===== src/rtl/sync_pkg.sv =====
// Shared types and sizing helpers for the multi-channel synchroniser/debouncer.
package sync_pkg;

    typedef enum logic {STABLE, PENDING} deb_state_t;

    // Counter must hold values up to n without wrapping.
    function automatic int cnt_width(input int n);
        return $clog2(n + 1);
    endfunction

endpackage


===== src/rtl/sync_debounce_ch.sv =====
// One input channel: N-flop synchroniser, en-qualified debounce counter, registered edge pulses.
// q and rise/fall update on the same edge; o_commit is the combinational pre-register strobe.
module sync_debounce_ch
    import sync_pkg::*;
#(
    parameter int   STAGES          = 2,
    parameter int   DEBOUNCE_CYCLES = 3,
    parameter logic RESET_VAL       = 1'b0
) (
    input  logic clk,
    input  logic reset,
    input  logic d,
    input  logic en,
    output logic q,
    output logic rise,
    output logic fall,
    output logic o_commit
);

    localparam int CW = cnt_width(DEBOUNCE_CYCLES);
    localparam logic [CW-1:0] LAST_CNT = CW'(DEBOUNCE_CYCLES - 1);

    logic [STAGES-1:0] r_sync;
    logic              w_s;
    deb_state_t        r_state, w_state_nxt;
    logic [CW-1:0]     r_cnt, w_cnt_nxt;
    logic              r_q, r_rise, r_fall;
    logic              w_commit;

    always_ff @(posedge clk or posedge reset) begin
        if (reset) begin
            r_sync <= {STAGES{RESET_VAL}};
        end else begin
            r_sync <= {r_sync[STAGES-2:0], d};
        end
    end

    assign w_s = r_sync[STAGES-1];

    always_comb begin
        w_state_nxt = r_state;
        w_cnt_nxt   = r_cnt;
        w_commit    = 1'b0;
        case (r_state)
            STABLE: begin
                w_cnt_nxt = '0;
                if (w_s != r_q) begin
                    // A single-cycle debounce commits on the very first mismatch tick.
                    if (en && (DEBOUNCE_CYCLES == 1)) begin
                        w_commit = 1'b1;
                    end else begin
                        w_state_nxt = PENDING;
                        w_cnt_nxt   = en ? CW'(1) : '0;
                    end
                end
            end
            PENDING: begin
                if (w_s == r_q) begin
                    w_state_nxt = STABLE;
                    w_cnt_nxt   = '0;
                end else if (en) begin
                    if (r_cnt == LAST_CNT) begin
                        w_commit    = 1'b1;
                        w_state_nxt = STABLE;
                        w_cnt_nxt   = '0;
                    end else begin
                        w_cnt_nxt = r_cnt + CW'(1);
                    end
                end
            end
            default: begin
                w_state_nxt = STABLE;
                w_cnt_nxt   = '0;
            end
        endcase
    end

    always_ff @(posedge clk or posedge reset) begin
        if (reset) begin
            r_state <= STABLE;
            r_cnt   <= '0;
            r_q     <= RESET_VAL;
            r_rise  <= 1'b0;
            r_fall  <= 1'b0;
        end else begin
            r_state <= w_state_nxt;
            r_cnt   <= w_cnt_nxt;
            r_rise  <= w_commit & w_s;
            r_fall  <= w_commit & ~w_s;
            if (w_commit) begin
                r_q <= w_s;
            end
        end
    end

    assign q        = r_q;
    assign rise     = r_rise;
    assign fall     = r_fall;
    assign o_commit = w_commit;

endmodule


===== src/rtl/sync_debounce.sv =====
// WIDTH independent synchronise+debounce channels; changed is a registered OR of all edge pulses.
// Latency with en tied high: STAGES+DEBOUNCE_CYCLES edges from a stable d to q.
module sync_debounce
    import sync_pkg::*;
#(
    parameter int               WIDTH           = 4,
    parameter int               STAGES          = 2,
    parameter int               DEBOUNCE_CYCLES = 3,
    parameter logic [WIDTH-1:0] RESET_VAL       = '0
) (
    input  logic             clk,
    input  logic             reset,
    input  logic [WIDTH-1:0] d,
    input  logic             en,
    output logic [WIDTH-1:0] q,
    output logic [WIDTH-1:0] rise,
    output logic [WIDTH-1:0] fall,
    output logic             changed
);

    logic [WIDTH-1:0] w_commit;
    logic             r_changed;

    for (genvar gi = 0; gi < WIDTH; gi++) begin : g_ch
        sync_debounce_ch #(
            .STAGES          (STAGES),
            .DEBOUNCE_CYCLES (DEBOUNCE_CYCLES),
            .RESET_VAL       (RESET_VAL[gi])
        ) u_ch (
            .clk      (clk),
            .reset    (reset),
            .d        (d[gi]),
            .en       (en),
            .q        (q[gi]),
            .rise     (rise[gi]),
            .fall     (fall[gi]),
            .o_commit (w_commit[gi])
        );
    end

    // Registered from the pre-register commit strobes so it lines up with rise/fall.
    always_ff @(posedge clk or posedge reset) begin
        if (reset) begin
            r_changed <= 1'b0;
        end else begin
            r_changed <= |w_commit;
        end
    end

    assign changed = r_changed;

endmodule


===== config.mk =====
export PLATFORM = sky130hd
export DESIGN_NAME = sync_debounce
export DESIGN_NICKNAME = d
export VERILOG_FILES = /design/src/rtl/sync_pkg.sv /design/src/rtl/sync_debounce_ch.sv /design/src/rtl/sync_debounce.sv
export SDC_FILE = /design/constraint.sdc
export NUM_CORES = 1
export LEC_CHECK = 0
export ABC_AREA = 1
export BUFFER_PORTS_ARGS = -buffer_cell sky130_fd_sc_hd__buf_2
export CORE_ASPECT_RATIO = 0.75
export CORE_UTILIZATION = 50
export CTS_CLUSTER_SIZE = 16
export DETAILED_ROUTE_END_ITERATION = 16
export PLACE_DENSITY = 0.71
export SKIP_CTS_REPAIR_TIMING = 1
export SLEW_MARGIN = 20
export SYNTH_ARGS = -nofsm -noshare
export SYNTH_HDL_FRONTEND = slang
export SYNTH_SLANG_ARGS = --single-unit

===== constraint.sdc =====
create_clock -name clk -period 1.6 [get_ports clk]
set_input_delay 0.16 -clock clk [delete_from_list [all_inputs] [get_ports clk]]
set_output_delay 0.16 -clock clk [all_outputs]
set_load 0.01 [all_outputs]

Yosys cells after proc, flatten, opt, wreduce, memory -nomap -nowiden
Index checks and enable logic that the tools add are counted.
- word-level logic and storage cells: 119
- register bits: 33
- output and inout port bits: 13
- add/sub/neg operators: 4
- mux-type cells: 57
- eq/ne operators: 16
- bitwise logic cells: 16
- reduce and logical (&&, ||, !) cells: 1
- operator list (operator ; number):
    1-bit two-way mux ; 35
    2-bit two-way mux ; 14
    2-bit one-hot mux with 2 select lines ; 4
    3-bit != test, second input constant ; 4
    2-bit by 1-bit adder with 2-bit output, second input constant ; 4
    1-bit bitwise AND ; 8
    2-bit == test, second input constant ; 4
    1-bit NOT ; 8
    1-bit one-hot mux with 2 select lines ; 4
    1-bit == test ; 4
    1-bit != test ; 4
    4-bit OR reduction ; 1

Longest topological paths before layout
Gate-level depths: netlist of run 1.
- word-level depth: 6
- gate-level depth with buffers: 7
- mapped depth without buffers: 7

Hierarchy
Synthesis of run 1 repeated with hierarchy kept, for this count alone.
- cells, all modules: 157
- area total of the unflattened synthesis: 1426.4 µm²
- by module, submodules not included (module ; times used ; cells each ; area each (µm²) ; sequential area each (µm²)):
    sync_debounce_ch ; 4 ; 38 ; 346.6 ; 200.2
    sync_debounce ; 1 ; 5 ; 40.0 ; 25.0

Worst setup path after synthesis of run 1
Ideal clock, no wire load.
- path type: flip-flop to flip-flop
- from: register g_ch[2].u_ch.r_sync[1]
- to: register g_ch[2].u_ch.r_q
- data required time: 1.474 ns
- arrival: 0.848 ns
- path buffers: 0
- period minus slack after synthesis: 0.974 ns
- setup slack: 0.626 ns
- cell stages (with the launch flop): 7
- path through: dfrtp_1 inv_1 nand2_1 nand2_1 nand2_1 nand2_1 o21ai_0
- longest elaborated chain between the ends: 3
- RTL lines (what ; line ; text):
    from (decl) ; sync_debounce_ch.sv:23 ; logic [STAGES-1:0] r_sync;
    from (signal assigned) ; sync_debounce_ch.sv:32 ; r_sync <= {STAGES{RESET_VAL}};
    from (signal assigned) ; sync_debounce_ch.sv:34 ; r_sync <= {r_sync[STAGES-2:0], d};
    1-bit == test ; sync_debounce_ch.sv:58 ; if (w_s == r_q) begin
    1-bit two-way mux ; sync_debounce_ch.sv:58 ;
    1-bit two-way mux ; sync_debounce_ch.sv:44 ; case (r_state)
    to (signal assigned) ; sync_debounce_ch.sv:91 ; r_q <= w_s;
    to (decl) ; sync_debounce_ch.sv:27 ; logic r_q, r_rise, r_fall;
Several ways; a longest one is shown, not always the timed one.
A chain may end at the register's enable or synchronous reset.

Final worst setup path of run 1
Ends and elaborated chain as after synthesis.

==> results of run 1 <==
state kept, by name, summed over array words and instances, names as in the netlist:
signal	cells
g_ch.u_ch.r_state	4
g_ch.u_ch.r_sync	8
g_ch.u_ch.r_cnt	8
changed	1
g_ch.u_ch.q	4
g_ch.u_ch.fall	4
g_ch.u_ch.rise	4
Yosys cell counts, types with 2 or more instances:
master / instances / area share
a21oi_1: 5 / 0.018
buf_4: 12 / 0.066
dfrtp_1: 33 / 0.60
inv_1: 15 / 0.041
inv_2: 2 / 0.0055
nand2_1: 36 / 0.099
nand2_2: 2 / 0.0091
nand3_1: 6 / 0.022
nand4_1: 9 / 0.041
nor2_1: 16 / 0.044
o21ai_0: 4 / 0.015
o21ai_1: 3 / 0.011
logic make-up (layout without fill, tap and decap cells):
logic type	count (synthesis)	count (layout)	share of synthesized area
AND/OR/NAND/NOR	71	71	0.231
flip-flops	33	33	0.604
buffers and inverters	30	50	0.121
AO/OA/AOI/OAI	12	12	0.0439
area by class of cell:
| class | instances | area (um^2) |
|---|---|---|
| fillers | 223 | 1090 |
| well taps | 36 | 45.0 |
| repair buffers | 25 | 153 |
| clock inverters | 2 | 10.0 |
| flip-flops and latches | 33 | 826 |
| clock buffers | 6 | 41.3 |
| multi-input cells | 83 | 377 |
| inverters | 17 | 63.8 |
per-layer routing:
layer	share of wire	routed length [um]	vias up
li1	-	-	490
met1	0.43	938	455
met2	0.48	1040	22
met3	0.056	122	7
met4	0.030	65	0
met5	0	0	-
through the flow:
step | power [mW] | std cells | hold WS [ps] | setup slack [ps]
after global placement | 1.06 | 189 | 258 | 518
after CTS | 1.51 | 197 | -113 | 448
after detailed placement | 1.07 | 189 | 267 | 481
after global routing | 1.59 | 202 | 198 | 304
final | 1.50 | 202 | 201 | 461
after floorplan | 1.04 | 146 | 191 | 626
critical path, cell delays in order, from the launching register on:
cell and delay, ps:
dfrtp_1 400, inv_1 90, nand2_1 70, nand2_1 140, nand2_1 160, nand2_1 80
o21ai_0 80
placed cells by master, fill, tap and decap left out:
cell type and n:
o21ai_1 3, nand3_1 6, buf_2 19, clkinv_2 2, dfrtp_1 33, nand2_4 1, inv_1 15, inv_2 2
nand2_1 36, nand4_1 9, buf_4 1, nand2_2 2, a21oi_1 5, clkbuf_4 5, nor2_4 1, dlygate4sd3_1 5
o21ai_0 4, clkbuf_1 1, nor2_1 16
power by group through the flow:
| stage | combinational, mW | sequential (mW) | clock, mW |
|---|---|---|---|
| 6_report | 0.145 | 0.916 | 0.438 |
| 5_1_grt | 0.168 | 0.923 | 0.501 |
| 4_1_cts | 0.137 | 0.915 | 0.459 |
| 3_5_place_dp | 0.137 | 0.931 | 0 |
| 3_3_place_gp | 0.130 | 0.928 | 0 |
| 2_1_floorplan | 0.113 | 0.923 | 0 |
how the worst max path moves through the flow:
stage	from	slack, ps	cells after the start	end
floorplan	g_ch[2].u_ch.r_sync[1]$_DFF_PP0_	630	6	g_ch[2].u_ch.q$_DFFE_PP0P_
global placement	g_ch[2].u_ch.r_sync[1]$_DFF_PP0_	520	6	g_ch[2].u_ch.q$_DFFE_PP0P_
detailed placement	g_ch[2].u_ch.r_sync[1]$_DFF_PP0_	480	6	g_ch[2].u_ch.q$_DFFE_PP0P_
CTS	g_ch[2].u_ch.r_sync[1]$_DFF_PP0_	450	5	g_ch[2].u_ch.q$_DFFE_PP0P_
global route	g_ch[2].u_ch.r_sync[1]$_DFF_PP0_	300	6	g_ch[2].u_ch.q$_DFFE_PP0P_
finish	g_ch[2].u_ch.r_sync[1]$_DFF_PP0_	460	6	g_ch[2].u_ch.q$_DFFE_PP0P_
==> metrics.csv, run 1 <==
stage;metric;value;unit
grt;use_met3;0.0510;
logic_synthesis;postSynthAreaPerCell;9.37;um^2
floorplanning;die_w;62.4;um
min_path;worstHoldPathCells;3;
final_layout;diodes;0;
clock_network;clock_latency;330;ps
grt;antenna_found_initial;0;
clock_network;root_buffer;clkbuf_4;
final_layout;final_util;0.582;
grt;grtUsageMet1;0.192;
clock_network;cts-buffers-inserted;5;
timing;final.setup.tns;0;ps
route;drc;0;
clock_network;cts_tree;yes;
power;clkPwrFrac;0.292;
logic_synthesis;yosysUniqueCellTypes;15;
power;seq_power_share;0.611;
grt;use_met2;0.290;
timing;period_share;0.712;
setup_path;worst_setup_path_end_kind;register;
floorplanning;ios;20;
logic_synthesis;yosys_most_used_dff;dfrtp_1;
setup_path;timing.rr.end;g_ch[2].u_ch.q$_DFFE_PP0P_;
timing;max_freq;0.878;GHz
floorplanning;dieArea;2950;um^2
logic_synthesis;yosysSeqAreaShare;0.604;
place;routabilityCongestion;0.705;
timing;timing.final.max_slew_violations;0;
route;wl_per_cell;10.7;um
clock_network;clock-sinks;33;
grt;grt_usage;0.168;
clock_network;htree_levels;2;
grt;grt_busiest_layer;met2;
route;wl;2.17;mm
route;vias;974;
floorplanning;rows;16;
timing;tightest_slew;402;ps
power;netSwitchingPower;0.401;mW
power;vdd_drop_max;0.000572;V
setup_path;required;1810;ps
route;drtPass1Iterations;4;
floorplanning;core_area;2600;um^2
timing;period_minus_slack;1140;ps
logic_synthesis;yosys_register_bits;33;
timing;skew;11.5;ps
final_layout;final_nets;172;
setup_path;critPathMaxFanout;5;
setup_path;worstSetupStartpointType;register;
grt;grt_pass1_wl;3.51;mm
setup_path;rr_worst_depth;6;
floorplanning;die_h;47.3;um
grt;grt_max_degree;34;
power;p_leak;0.820;nW
min_path;min_from;en;
final_layout;syn_to_final_growth;10.8;%
grt;grt_pass1_vias;847;
setup_path;reg2reg_slack;460;ps
setup_path;r2r-start;g_ch[2].u_ch.r_sync[1]$_DFF_PP0_;
floorplanning;start_util;0.525;
setup_path;critical_path_arrival;1350;ps
timing;setup_violations;0;
flow_run;maxCapViolCount;0;
clock_network;clock_path_buffers;2;
place;dp_hpwl;1.46;mm
place;postPlaceCellArea;1410;um^2
power;p_comb_frac;0.096;
logic_synthesis;synthArstFlopShare;1.00;
final_layout;drive_above_1_share;0.199;
setup_path;path_class;register to register;
power;p_sw_frac;0.268;
power;p_int;1.10;mW
status;outcome;finished clean;
clock_network;path_clk_slew;110;ps
logic_synthesis;syn_nets;153;
grt;grt_overflow;0;
timing;finalHoldViolations;0;
route;via_per_inst;4.82;
logic_synthesis;yosysWarnings;0;
timing;rsz0062_at_grt;no;
logic_synthesis;synth-edff-count;0;
timing;maxSlewHeadroom;0.732;
min_path;holdCritPathClass;primary input to register;
power;power.density;989;nW/um^2
route;drt_iter0_markers;21;
logic_synthesis;synth.cell_area;1370;um^2
route;drtAntennaViolNets;0;
final_layout;design_area;1520;um^2
place;numPortBuffers;19;
min_path;holdPathEnd;g_ch[0].u_ch.r_cnt[0]$_DFFE_PP0P_;
logic_synthesis;syn_inst;146;
Note: power is estimated with default switching activity, not from simulation.
==> inputs of run 2 (changes only) <==
clock period = 1.05 ns   (was 1.6 ns; I/O delays follow)
==> run 2 against run 1 <==
Critical path depth unchanged; wire length increased by 11%; sequential cell count unchanged; global-route usage decreased by 0.20 points; combinational power increased by 110%; non-clock buffer count increased by 9; cell count increased by 4.5%; die area unchanged; first-iteration DRC count increased to 4.5 times the previous value; critical endpoint is now g_ch[2].u_ch.r_cnt[0]$_DFFE_PP0P_.
==> metrics.csv, run 2 (synthesis results as in run 1) <==
stage;metric;value;unit
place;routabilityCongestion;0.785;
power;vdd_drop_max;0.000914;V
final_layout;top_regs;g_ch.u_ch.r_cnt: 8 flops, g_ch.u_ch.r_sync: 8 flops;
timing;tightest_slew;404;ps
timing;max_freq;0.959;GHz
clock_network;htree_levels;2;
floorplanning;core_area;2600;um^2
route;via_per_inst;4.99;
route;drt_iter0_markers;94;
clock_network;root_buffer;clkbuf_4;
final_layout;final_util;0.638;
floorplanning;die_w;62.4;um
power;power.density;1500;nW/um^2
timing;period_share;0.994;
route;wl_per_cell;11.4;um
clock_network;cts_tree;yes;
min_path;holdCritPathClass;primary input to register;
clock_network;clock-sinks;33;
place;dp_hpwl;1.57;mm
grt;grt_pass1_vias;855;
route;vias;1052;
floorplanning;start_util;0.525;
setup_path;required;1260;ps
setup_path;critPathMaxFanout;4;
setup_path;path_class;register to register;
final_layout;diodes;0;
floorplanning;rows;16;
clock_network;path_clk_slew;90;ps
grt;antenna_found_initial;0;
timing;finalHoldViolations;0;
final_layout;syn_to_final_growth;21.3;%
grt;grt_pass1_wl;3.51;mm
power;p_leak;0.884;nW
grt;grt_usage;0.166;
route;drc;0;
timing;maxSlewHeadroom;0.731;
place;numPortBuffers;19;
flow_run;maxCapViolCount;0;
timing;hold_slack;154;ps
setup_path;critical_path_arrival;1250;ps
clock_network;clock_latency;320;ps
final_layout;final_common_cell;dfrtp_1;
timing;skew;5.75;ps
clock_network;clock_path_buffers;2;
timing;rsz0062_at_grt;yes;
final_layout;final_nets;181;
clock_network;cts-buffers-inserted;5;
floorplanning;die_h;47.3;um
final_layout;drive_above_1_share;0.349;
grt;grt_overflow;0;
route;wl;2.41;mm
timing;setup_violations;0;
status;outcome;finished clean;
final_layout;num-fill-cells;201;
route;drtPass1Iterations;4;
grt;grt_max_degree;34;
timing;timing.final.max_slew_violations;0;
setup_path;worst_setup_path_end_kind;register;
power;fin_total_pwr;2.49;mW
setup_path;worstSetupStartpointType;register;
timing;period_minus_slack;1040;ps
final_layout;layout_common_cells;dfrtp_1 (33), nand2_1 (24), buf_2 (19);
floorplanning;ios;20;
floorplanning;dieArea;2950;um^2
route;drtAntennaViolNets;0;
## run 2: report_power, final
group | leakage (nW) | switching, mW | internal, mW | total [mW]
logic | 0.415 | 0.180 | 0.128 | 0.308
clock network | 0.0413 | 0.393 | 0.388 | 0.781
registers | 0.428 | 0.0619 | 1.34 | 1.40
## run 2: area by class of cell
class / instances / area (um^2) / share of cell area
sequential: 33 / 826 / 0.498
multi-input combinational: 83 / 434 / 0.262
tap: 36 / 45.0 / 0.0271
clock buffer: 7 / 65.1 / 0.0392
inverter: 17 / 63.8 / 0.0385
clock inverter: 1 / 5.00 / 0.00302
timing repair buffer: 34 / 220 / 0.133
## run 2: path summary, 6_finish.rpt
path | from | endpoint | slack [ps] | depth (start not counted)
hold reg to reg | g_ch[2].u_ch.r_sync[0]$_DFF_PP0_ | g_ch[2].u_ch.r_sync[1]$_DFF_PP0_ | 360 | 0
min in group asynchronous | reset | g_ch[0].u_ch.r_sync[0]$_DFF_PP0_ | 390 | 4
hold / removal | en | g_ch[0].u_ch.r_cnt[0]$_DFFE_PP0P_ | 150 | 3
setup reg to reg | g_ch[2].u_ch.q$_DFFE_PP0P_ | g_ch[2].u_ch.r_cnt[0]$_DFFE_PP0P_ | 7 | 6
setup / recovery | g_ch[2].u_ch.q$_DFFE_PP0P_ | g_ch[2].u_ch.r_cnt[0]$_DFFE_PP0P_ | 7 | 6
max in group asynchronous | reset | g_ch[2].u_ch.r_sync[0]$_DFF_PP0_ | 370 | 4
## run 2: per-stage QoR
step | instances | area (um^2) | worst slack [ps] | TNS (ps)
floorplan | 146 | 1370 | 75.9 | 0
global route | 211 | 1660 | -70.2 | -293
detailed placement | 194 | 1450 | -30.9 | -39.3
global placement | 194 | 1450 | 28.1 | 0
CTS | 202 | 1520 | -42.7 | -88.0
finish | 211 | 1660 | 6.76 | 0
## run 2: critical path: stages (launching register included)
cell	delay (ps)
dfrtp_1	430
inv_1	90
nand2_2	80
nand2_2	60
buf_4	140
nand3_1	70
nand2_1	60
## run 2: metal layers
layer | vias to the layer above | share of wire | wire [um] | GRT usage
met4 | 0 | 0.0037 | 9 | 0.126
met1 | 516 | 0.43 | 1050 | 0.177
met5 | - | 0 | 0 | 0
met3 | 2 | 0.054 | 130 | 0.0583
met2 | 28 | 0.51 | 1230 | 0.290
li1 | 506 | - | - | -
